==> config.mk <==
export PLATFORM = sky130hd
export DESIGN_NAME = bp_table_ctrl
export DESIGN_NICKNAME = d
export VERILOG_FILES = /design/src/rtl/bp_table_ctrl_pkg.sv /design/src/rtl/bp_table_ctrl_upd_fifo.sv /design/src/rtl/bp_table_ctrl.sv
export SDC_FILE = /design/constraint.sdc
export NUM_CORES = 1
export LEC_CHECK = 0
export CORE_AREA = 2 2 185 187
export DETAILED_ROUTE_END_ITERATION = 8
export DIE_AREA = 0 0 187 189
export GPL_TIMING_DRIVEN = 0
export PLACE_DENSITY = 0.48
export SYNTH_ARGS = -nofsm -noshare
export SYNTH_HDL_FRONTEND = slang
export SYNTH_SLANG_ARGS = --single-unit
==> constraint.sdc <==
create_clock -name clk -period 4.4 [get_ports clk]
set_input_delay 0.88 -clock clk [delete_from_list [all_inputs] [get_ports clk]]
set_output_delay 0.88 -clock clk [all_outputs]
set_load 0.01 [all_outputs]
==> src/rtl/bp_table_ctrl_pkg.sv <==
// Shared types and helpers for the branch-direction table controller.
// Holds the controller FSM encoding, the update-queue entry layout and
// the saturating-counter arithmetic used by the read-modify-write path.
package bp_pkg;

  // Default geometry of the direction table.
  localparam int unsigned BP_IDX_W     = 6;
  localparam int unsigned BP_CNT_W     = 2;
  // Queue entries carry a fixed-width index; the controller uses the low IDX_W bits.
  localparam int unsigned BP_IDX_MAX_W = 16;

  typedef enum logic [1:0] {
    ST_INIT   = 2'd0,
    ST_IDLE   = 2'd1,
    ST_UPD_WR = 2'd2
  } bp_state_e;

  typedef struct packed {
    logic [BP_IDX_MAX_W-1:0] idx;
    logic                    taken;
  } upd_entry_t;

  // Largest value a w-bit counter can hold.
  function automatic logic [7:0] cnt_max(input int unsigned w);
    return 8'((32'd1 << w) - 32'd1);
  endfunction

  localparam logic [7:0] BP_CNT_MAX = cnt_max(BP_CNT_W);

  // Saturating step: taken moves toward max_v, not-taken moves toward zero.
  function automatic logic [7:0] sat_next(input logic [7:0] v,
                                          input logic       taken,
                                          input logic [7:0] max_v);
    logic [7:0] r;
    if (taken) begin
      if (v >= max_v) begin
        r = max_v;
      end else begin
        r = v + 8'd1;
      end
    end else begin
      if (v == 8'd0) begin
        r = 8'd0;
      end else begin
        r = v - 8'd1;
      end
    end
    return r;
  endfunction

endpackage

==> src/rtl/bp_table_ctrl_upd_fifo.sv <==
// Update queue for resolved branches: a small circular FIFO with
// registered full/empty. The owner never pushes when full nor pops when empty.
module bp_upd_fifo
  import bp_pkg::*;
#(
  parameter int unsigned DEPTH = 2
) (
  input  logic       clk,
  input  logic       reset,
  input  logic       push_i,
  input  upd_entry_t din_i,
  input  logic       pop_i,
  output upd_entry_t dout_o,
  output logic       full_o,
  output logic       empty_o
);

  localparam int unsigned PTR_W = $clog2(DEPTH);
  localparam int unsigned CNT_W = PTR_W + 1;

  upd_entry_t       mem_q [DEPTH];
  upd_entry_t       mem_d [DEPTH];
  logic [PTR_W-1:0] wr_ptr_q, wr_ptr_d;
  logic [PTR_W-1:0] rd_ptr_q, rd_ptr_d;
  logic [CNT_W-1:0] cnt_q, cnt_d;

  // Next-state for storage, pointers and occupancy.
  always_comb begin
    mem_d    = mem_q;
    wr_ptr_d = wr_ptr_q;
    rd_ptr_d = rd_ptr_q;
    cnt_d    = cnt_q;
    if (push_i) begin
      mem_d[wr_ptr_q] = din_i;
      wr_ptr_d        = wr_ptr_q + 1'b1;
    end else begin
      wr_ptr_d = wr_ptr_q;
    end
    if (pop_i) begin
      rd_ptr_d = rd_ptr_q + 1'b1;
    end else begin
      rd_ptr_d = rd_ptr_q;
    end
    case ({push_i, pop_i})
      2'b10:   cnt_d = cnt_q + 1'b1;
      2'b01:   cnt_d = cnt_q - 1'b1;
      default: cnt_d = cnt_q;
    endcase
  end

  // Queue state registers; reset discards all pending updates.
  always_ff @(posedge clk or negedge reset) begin
    if (!reset) begin
      for (int i = 0; i < int'(DEPTH); i++) begin
        mem_q[i] <= '0;
      end
      wr_ptr_q <= '0;
      rd_ptr_q <= '0;
      cnt_q    <= '0;
    end else begin
      mem_q    <= mem_d;
      wr_ptr_q <= wr_ptr_d;
      rd_ptr_q <= rd_ptr_d;
      cnt_q    <= cnt_d;
    end
  end

  assign dout_o  = mem_q[rd_ptr_q];
  assign full_o  = (cnt_q == CNT_W'(DEPTH));
  assign empty_o = (cnt_q == '0);

endmodule

==> src/rtl/bp_table_ctrl.sv <==
// Branch-direction table controller: 2^IDX_W saturating counters behind a
// single read / single write port. Lookups and queued read-modify-write
// updates share the read port; a starvation limit guarantees update progress.
// Optional macro GSHARE_HIST_EN: XOR the lookup index with a global history
// register shifted on every accepted update (default build is bimodal).
module bp_table_ctrl
  import bp_pkg::*;
#(
  parameter int unsigned IDX_W      = BP_IDX_W,
  parameter int unsigned CNT_W      = BP_CNT_W,
  parameter int unsigned UQ_DEPTH   = 2,
  parameter int unsigned STARVE_LIM = 4
) (
  input  logic             clk,
  input  logic             reset,
  input  logic             lk_valid_i,
  output logic             lk_ready_o,
  input  logic [31:0]      lk_pc_i,
  output logic             pred_valid_o,
  output logic             pred_o,
  output logic [IDX_W-1:0] pred_idx_o,
  input  logic             upd_valid_i,
  output logic             upd_ready_o,
  input  logic [IDX_W-1:0] upd_idx_i,
  input  logic             upd_taken_i,
  output logic             busy_o
);

  localparam int unsigned TBL_N = 1 << IDX_W;
  localparam int unsigned ST_W  = $clog2(STARVE_LIM + 1);
  localparam logic [7:0]  CNT_MAX = (CNT_W == BP_CNT_W) ? BP_CNT_MAX : cnt_max(CNT_W);

  bp_state_e        state_q, state_d;
  logic [IDX_W-1:0] ptr_q, ptr_d;
  logic [ST_W-1:0]  starve_q, starve_d;
  logic [CNT_W-1:0] old_q, old_d;
  logic             pred_valid_q, pred_valid_d;
  logic             pred_q, pred_d;
  logic [IDX_W-1:0] pred_idx_q, pred_idx_d;
  logic [CNT_W-1:0] table_q [TBL_N];
  logic [CNT_W-1:0] table_d [TBL_N];

  upd_entry_t       fifo_din_s, head_s;
  logic             fifo_full_s, fifo_empty_s;
  logic             push_s, pop_s;
  logic [IDX_W-1:0] lk_idx_s, head_idx_s, wr_idx_s;
  logic [CNT_W-1:0] new_val_s, wr_data_s, lk_rd_val_s;
  logic             lk_ready_s, lk_grant_s, upd_rd_s, wr_en_s;
  logic             unused_s;

`ifdef GSHARE_HIST_EN
  logic [IDX_W-1:0] ghr_q, ghr_d;

  // Global history shifts in each accepted outcome.
  always_comb begin
    if (push_s) begin
      ghr_d = {ghr_q[IDX_W-2:0], upd_taken_i};
    end else begin
      ghr_d = ghr_q;
    end
  end

  // History register; cleared on reset.
  always_ff @(posedge clk or negedge reset) begin
    if (!reset) begin
      ghr_q <= '0;
    end else begin
      ghr_q <= ghr_d;
    end
  end

  assign lk_idx_s = lk_pc_i[IDX_W+1:2] ^ ghr_q;
`else
  assign lk_idx_s = lk_pc_i[IDX_W+1:2];
`endif

  assign unused_s = ^{lk_pc_i, head_s};

  // Read port goes to lookups unless the pending update has waited too long.
  assign lk_ready_s = (state_q != ST_INIT) &&
                      !(!fifo_empty_s && (starve_q == ST_W'(STARVE_LIM)));
  assign lk_grant_s = lk_valid_i && lk_ready_s;
  assign push_s     = upd_valid_i && upd_ready_o;
  assign pop_s      = (state_q == ST_UPD_WR);
  assign fifo_din_s = '{idx: BP_IDX_MAX_W'(upd_idx_i), taken: upd_taken_i};
  assign head_idx_s = head_s.idx[IDX_W-1:0];
  assign new_val_s  = CNT_W'(sat_next(8'(old_q), head_s.taken, CNT_MAX));

  bp_upd_fifo #(
    .DEPTH (UQ_DEPTH)
  ) u_upd_fifo (
    .clk     (clk),
    .reset   (reset),
    .push_i  (push_s),
    .din_i   (fifo_din_s),
    .pop_i   (pop_s),
    .dout_o  (head_s),
    .full_o  (fifo_full_s),
    .empty_o (fifo_empty_s)
  );

  // Controller FSM: init sweep, read arbitration and update write-back.
  always_comb begin
    state_d   = state_q;
    ptr_d     = ptr_q;
    old_d     = old_q;
    upd_rd_s  = 1'b0;
    wr_en_s   = 1'b0;
    wr_idx_s  = '0;
    wr_data_s = '0;
    case (state_q)
      ST_INIT: begin
        wr_en_s  = 1'b1;
        wr_idx_s = ptr_q;
        ptr_d    = ptr_q + 1'b1;
        if (ptr_q == IDX_W'(TBL_N - 1)) begin
          state_d = ST_IDLE;
        end else begin
          state_d = ST_INIT;
        end
      end
      ST_IDLE: begin
        if (lk_grant_s) begin
          state_d = ST_IDLE;
        end else if (!fifo_empty_s) begin
          upd_rd_s = 1'b1;
          old_d    = table_q[head_idx_s];
          state_d  = ST_UPD_WR;
        end else begin
          state_d = ST_IDLE;
        end
      end
      ST_UPD_WR: begin
        wr_en_s   = 1'b1;
        wr_idx_s  = head_idx_s;
        wr_data_s = new_val_s;
        state_d   = ST_IDLE;
      end
      default: begin
        state_d = ST_INIT;
      end
    endcase
  end

  // Lookup read with bypass from a same-cycle write-back to the same entry.
  always_comb begin
    lk_rd_val_s = table_q[lk_idx_s];
    if ((state_q == ST_UPD_WR) && (head_idx_s == lk_idx_s)) begin
      lk_rd_val_s = new_val_s;
    end else begin
      lk_rd_val_s = table_q[lk_idx_s];
    end
  end

  // Prediction outputs: one-cycle valid pulse, index and direction held.
  always_comb begin
    pred_valid_d = 1'b0;
    pred_d       = pred_q;
    pred_idx_d   = pred_idx_q;
    if (lk_grant_s) begin
      pred_valid_d = 1'b1;
      pred_d       = lk_rd_val_s[CNT_W-1];
      pred_idx_d   = lk_idx_s;
    end else begin
      pred_valid_d = 1'b0;
    end
  end

  // Starvation counter: lookup grants counted while an update is waiting.
  always_comb begin
    starve_d = starve_q;
    if (fifo_empty_s || upd_rd_s) begin
      starve_d = '0;
    end else if (lk_grant_s) begin
      starve_d = starve_q + 1'b1;
    end else begin
      starve_d = starve_q;
    end
  end

  // Table write port: sweep clears or saturating write-back.
  always_comb begin
    table_d = table_q;
    if (wr_en_s) begin
      table_d[wr_idx_s] = wr_data_s;
    end else begin
      table_d = table_q;
    end
  end

  // Counter storage; contents are cleared by the sweep, not by reset.
  always_ff @(posedge clk) begin
    table_q <= table_d;
  end

  // Control and output registers.
  always_ff @(posedge clk or negedge reset) begin
    if (!reset) begin
      state_q      <= ST_INIT;
      ptr_q        <= '0;
      starve_q     <= '0;
      old_q        <= '0;
      pred_valid_q <= 1'b0;
      pred_q       <= 1'b0;
      pred_idx_q   <= '0;
    end else begin
      state_q      <= state_d;
      ptr_q        <= ptr_d;
      starve_q     <= starve_d;
      old_q        <= old_d;
      pred_valid_q <= pred_valid_d;
      pred_q       <= pred_d;
      pred_idx_q   <= pred_idx_d;
    end
  end

  assign lk_ready_o   = lk_ready_s;
  assign upd_ready_o  = (state_q != ST_INIT) && !fifo_full_s;
  assign busy_o       = (state_q == ST_INIT);
  assign pred_valid_o = pred_valid_q;
  assign pred_o       = pred_q;
  assign pred_idx_o   = pred_idx_q;

endmodule

==> impl_results.md <==
* Post-Synth Adder-Cell Area at 0.731%
* Worst Path Max Fanout at 9
* WP data arrival at approximately 2.3 ns
* Ports at 54
* Total core area at 33300 um^2
* RR Endpoint: table_q[101]
* XOR/XNOR Fraction of Synth Area at between 1.5 and 2%
* Worst-path clk slew at approximately 0.070 ns
* Worst setup SP type: register
* Final min period at 3.20 ns
* Wire per inst at 20.9 um
* Final Non-Filler Cells at 1248
* DRT antenna net count at 0
* DR DRC count at 0
* Status: finished clean
* TritonCTS Buffers at 17
* Synth Area in Simple Gates at 17.6%
* RSZ-0062 raised after global routing: no
* Syn Nets at roughly 790
* WL final at 26000 um
* Final HPWL DP at about 18000 um
* Placed insts at approximately 1.2k
* Netlist Area Pre-Place at 8220 um^2
* Top FF cell, synth: edfxtp_1
* Req. time, crit path at 3.52 ns
* Initial antenna violation count at 0
* Initial Util at 24.7%
* CTS tree: built
* Sequential element share of the synthesized area at 58.7%
* Leading cell types in the layout, fill and taps excluded: 169 x nor2_1, 128 x edfxtp_1, 77 x nand2_1
* Post-CTS resize count at 0
* Clock H-tree levels at 4
* Slew Limit Fails at 0
* Clock skew at 0.0159 ns
* Tcrit/Tclk final at between 70% and 80%
* Post-synth EDFFs at 128
* Avg Cell Area, Syn at approximately 11 um^2
* Share of layout cells above drive strength 1 at 12.3%
* Area share of the largest cell type after synthesis at roughly 47%
* Slew headroom at 35.1%
* First-pass GRT wire length at 39000 um
* Synth Area in Compound Gates at a little over a tenth
* Worst setup EP type: output pin
* Area of the multi-input gates at 3170 um^2
* Synth area leaders: edfxtp_1 47%, dfrtp_1 12%, nor2_1 7.8%, mux4_2 4.4%, nand2_1 3.5%
* CTS sink cnt at 167
* Pwr per Cell Area at approximately 360 nW/um^2
* Cts hold-fix bufs at 0
* Synth cell types at 57
* IO Port Bufs at 25
* Fillers at approximately 3.4k
* Flop and latch count out of synthesis at between 150 and 200
* Reg area at 4820 um^2
* DRT Pass-1 Iters at 7
* Asr flop ratio synth at between 20% and 30%
* Area grow syn2layout at 18.0%
* Die Wd at 187 um
* Row count at 67
* # diodes at 0
* Worst setup endpoint: upd_ready_o
* P_leak at slightly above 3 nW
* Hold crit path type: in -> async
* Die ar. at 35300 um^2
* Number of vias in the routed layout at 6255
* Final weighted congestion in routability-driven placement at roughly 0.83
* Die height at 189 um
* Final Power at 3.46 mW
* Post-synthesis mux area share at 7.77%
* Largest family of logic cells by synthesized area: simple AND/OR/NAND/NOR gates
* Gr usage total at approximately 15%
* Reg2Reg Depth at 7
* Post-synth top area cell: edfxtp_1
* Vias per cell at 5.01
* DR iter-0 viols at 755
* Cells after synthesis at 740
* Worst skew pair latency at around 0.44 ns
* Max VDD drop at 227 uV
* Post-CTS Setup Repair Bufs at 0
* Crit path kind: reg -> out
* Max_cap viols at 0
* Setup violators final at 0
* Vias in the first global route at a little over 6k
* Largest net degree at the start of global routing at 43
* Root Buffer: clkbuf_16
* YS warnings at 0
* Layout Nets at 834
* Worst-Margin Slew at 0.968 ns
* Crit path from: state_q[0]
* Fmax at 313 MHz
* Crit Reg-Reg Startpoint: u_upd_fifo.rd_ptr_q
* Overflow after GRT at 0
* CTS Buffer Depth at 2
* Commonest non-fill, non-tap cell in the layout: nor2_1
* Reg2Reg Setup Slack at 1.20 ns
* Final Hold Viols at 0
[layer usage]
layer | part of all wire (%) | track usage (%) | wire length (um)
met1 | 44 | 20.0 | 11600
met2 | 47 | 24.5 | 12100
met3 | 6.7 | 2.58 | 1740
met4 | 2.3 | 5.22 | 586
met5 | 0 | 0 | 0
[final cells by class]
type                            count  area share (%)
Inverter                           13           0.503
Clock inverter                     15            1.86
Sequential cell                   167            49.7
Clock buffer                       17            4.39
Tap cell                          448            5.78
Timing Repair Buffer               28            3.15
Multi-Input combinational cell    523            32.7
Buffer                             37            1.95
[synthesized netlist by cell type, types with 7 or more instances]
library cell	number
dfrtp_1	39
a211oi_1	12
nand3_1	14
a21oi_1	23
nor3_1	18
buf_2	16
nor2_1	170
o221ai_1	7
xnor2_1	14
nand2_1	77
nand4_1	11
o22ai_1	12
nand2b_1	11
edfxtp_1	128
o21ai_0	18
mux4_2	16
clkbuf_1	14
mux2_2	16
o211ai_1	7
inv_1	12
mux2i_1	7
a31oi_1	7
o21bai_1	7
a22oi_1	9
[critical path: stages, from the launching register on]
cell             delay (ns)
dfrtp_1                0.36
clkbuf_1               0.17
nor2_1                 0.62
a21oi_1                0.20
clkdlybuf4s50_1        0.54
[stage by stage]
step           hold WS [ns]  area [um^2]  setup slack (ns)  setup TNS, ns  util [%]
3_5_place_dp          0.463         9090              1.10              0      27.3
6_report              0.327         9700              1.20              0      29.1
5_1_grt               0.338         9700              1.04              0      29.1
3_3_place_gp          0.462         9030             -1.23         -78.63      27.1
4_1_cts               0.325         9700              1.15              0      29.1
2_1_floorplan         0.461         8220              1.09              0         -
[worst min path at each step]
stage / to / startpoint / cells after the start / slack [ns]
6_report: pred_idx_o[0] / reset / 1 / 0.33
3_3_place_gp: pred_idx_o[3] / pred_idx_o[3] / 2 / 0.46
4_1_cts: pred_idx_o[0] / reset / 1 / 0.32
3_5_place_dp: pred_idx_o[3] / pred_idx_o[3] / 2 / 0.46
5_1_grt: pred_idx_o[0] / reset / 1 / 0.34
2_1_floorplan: ptr_q[4] / ptr_q[4] / 1 / 0.46
[power by group]
part           internal [mW]  switching [mW]
Sequential              1.69         0.00739
Clock                  0.861           0.699
Combinational         0.0734           0.133
Total                   2.62           0.840
[logic make-up after synthesis]
kind of cell             count (synthesis)
buffers and inverters                   50
AO/OA/AOI/OAI                          129
XOR/XNOR                                16
flip-flops                             167
adder cells (fa/ha/maj)                  5
multiplexers                            41
AND/OR/NAND/NOR                        332
[sequential cells by signal, summed over array words and instances, names as in the netlist]
signal,flops
u_upd_fifo.rd_ptr_q,1
u_upd_fifo.cnt_q,2
starve_q,3
state_q,2
pred_idx_o,6
pred_o,1
pred_valid_o,1
table_q,128
old_q,2
u_upd_fifo.mem_q,14
u_upd_fifo.wr_ptr_q,1
ptr_q,6
Note: power is estimated with default switching activity, not from simulation.
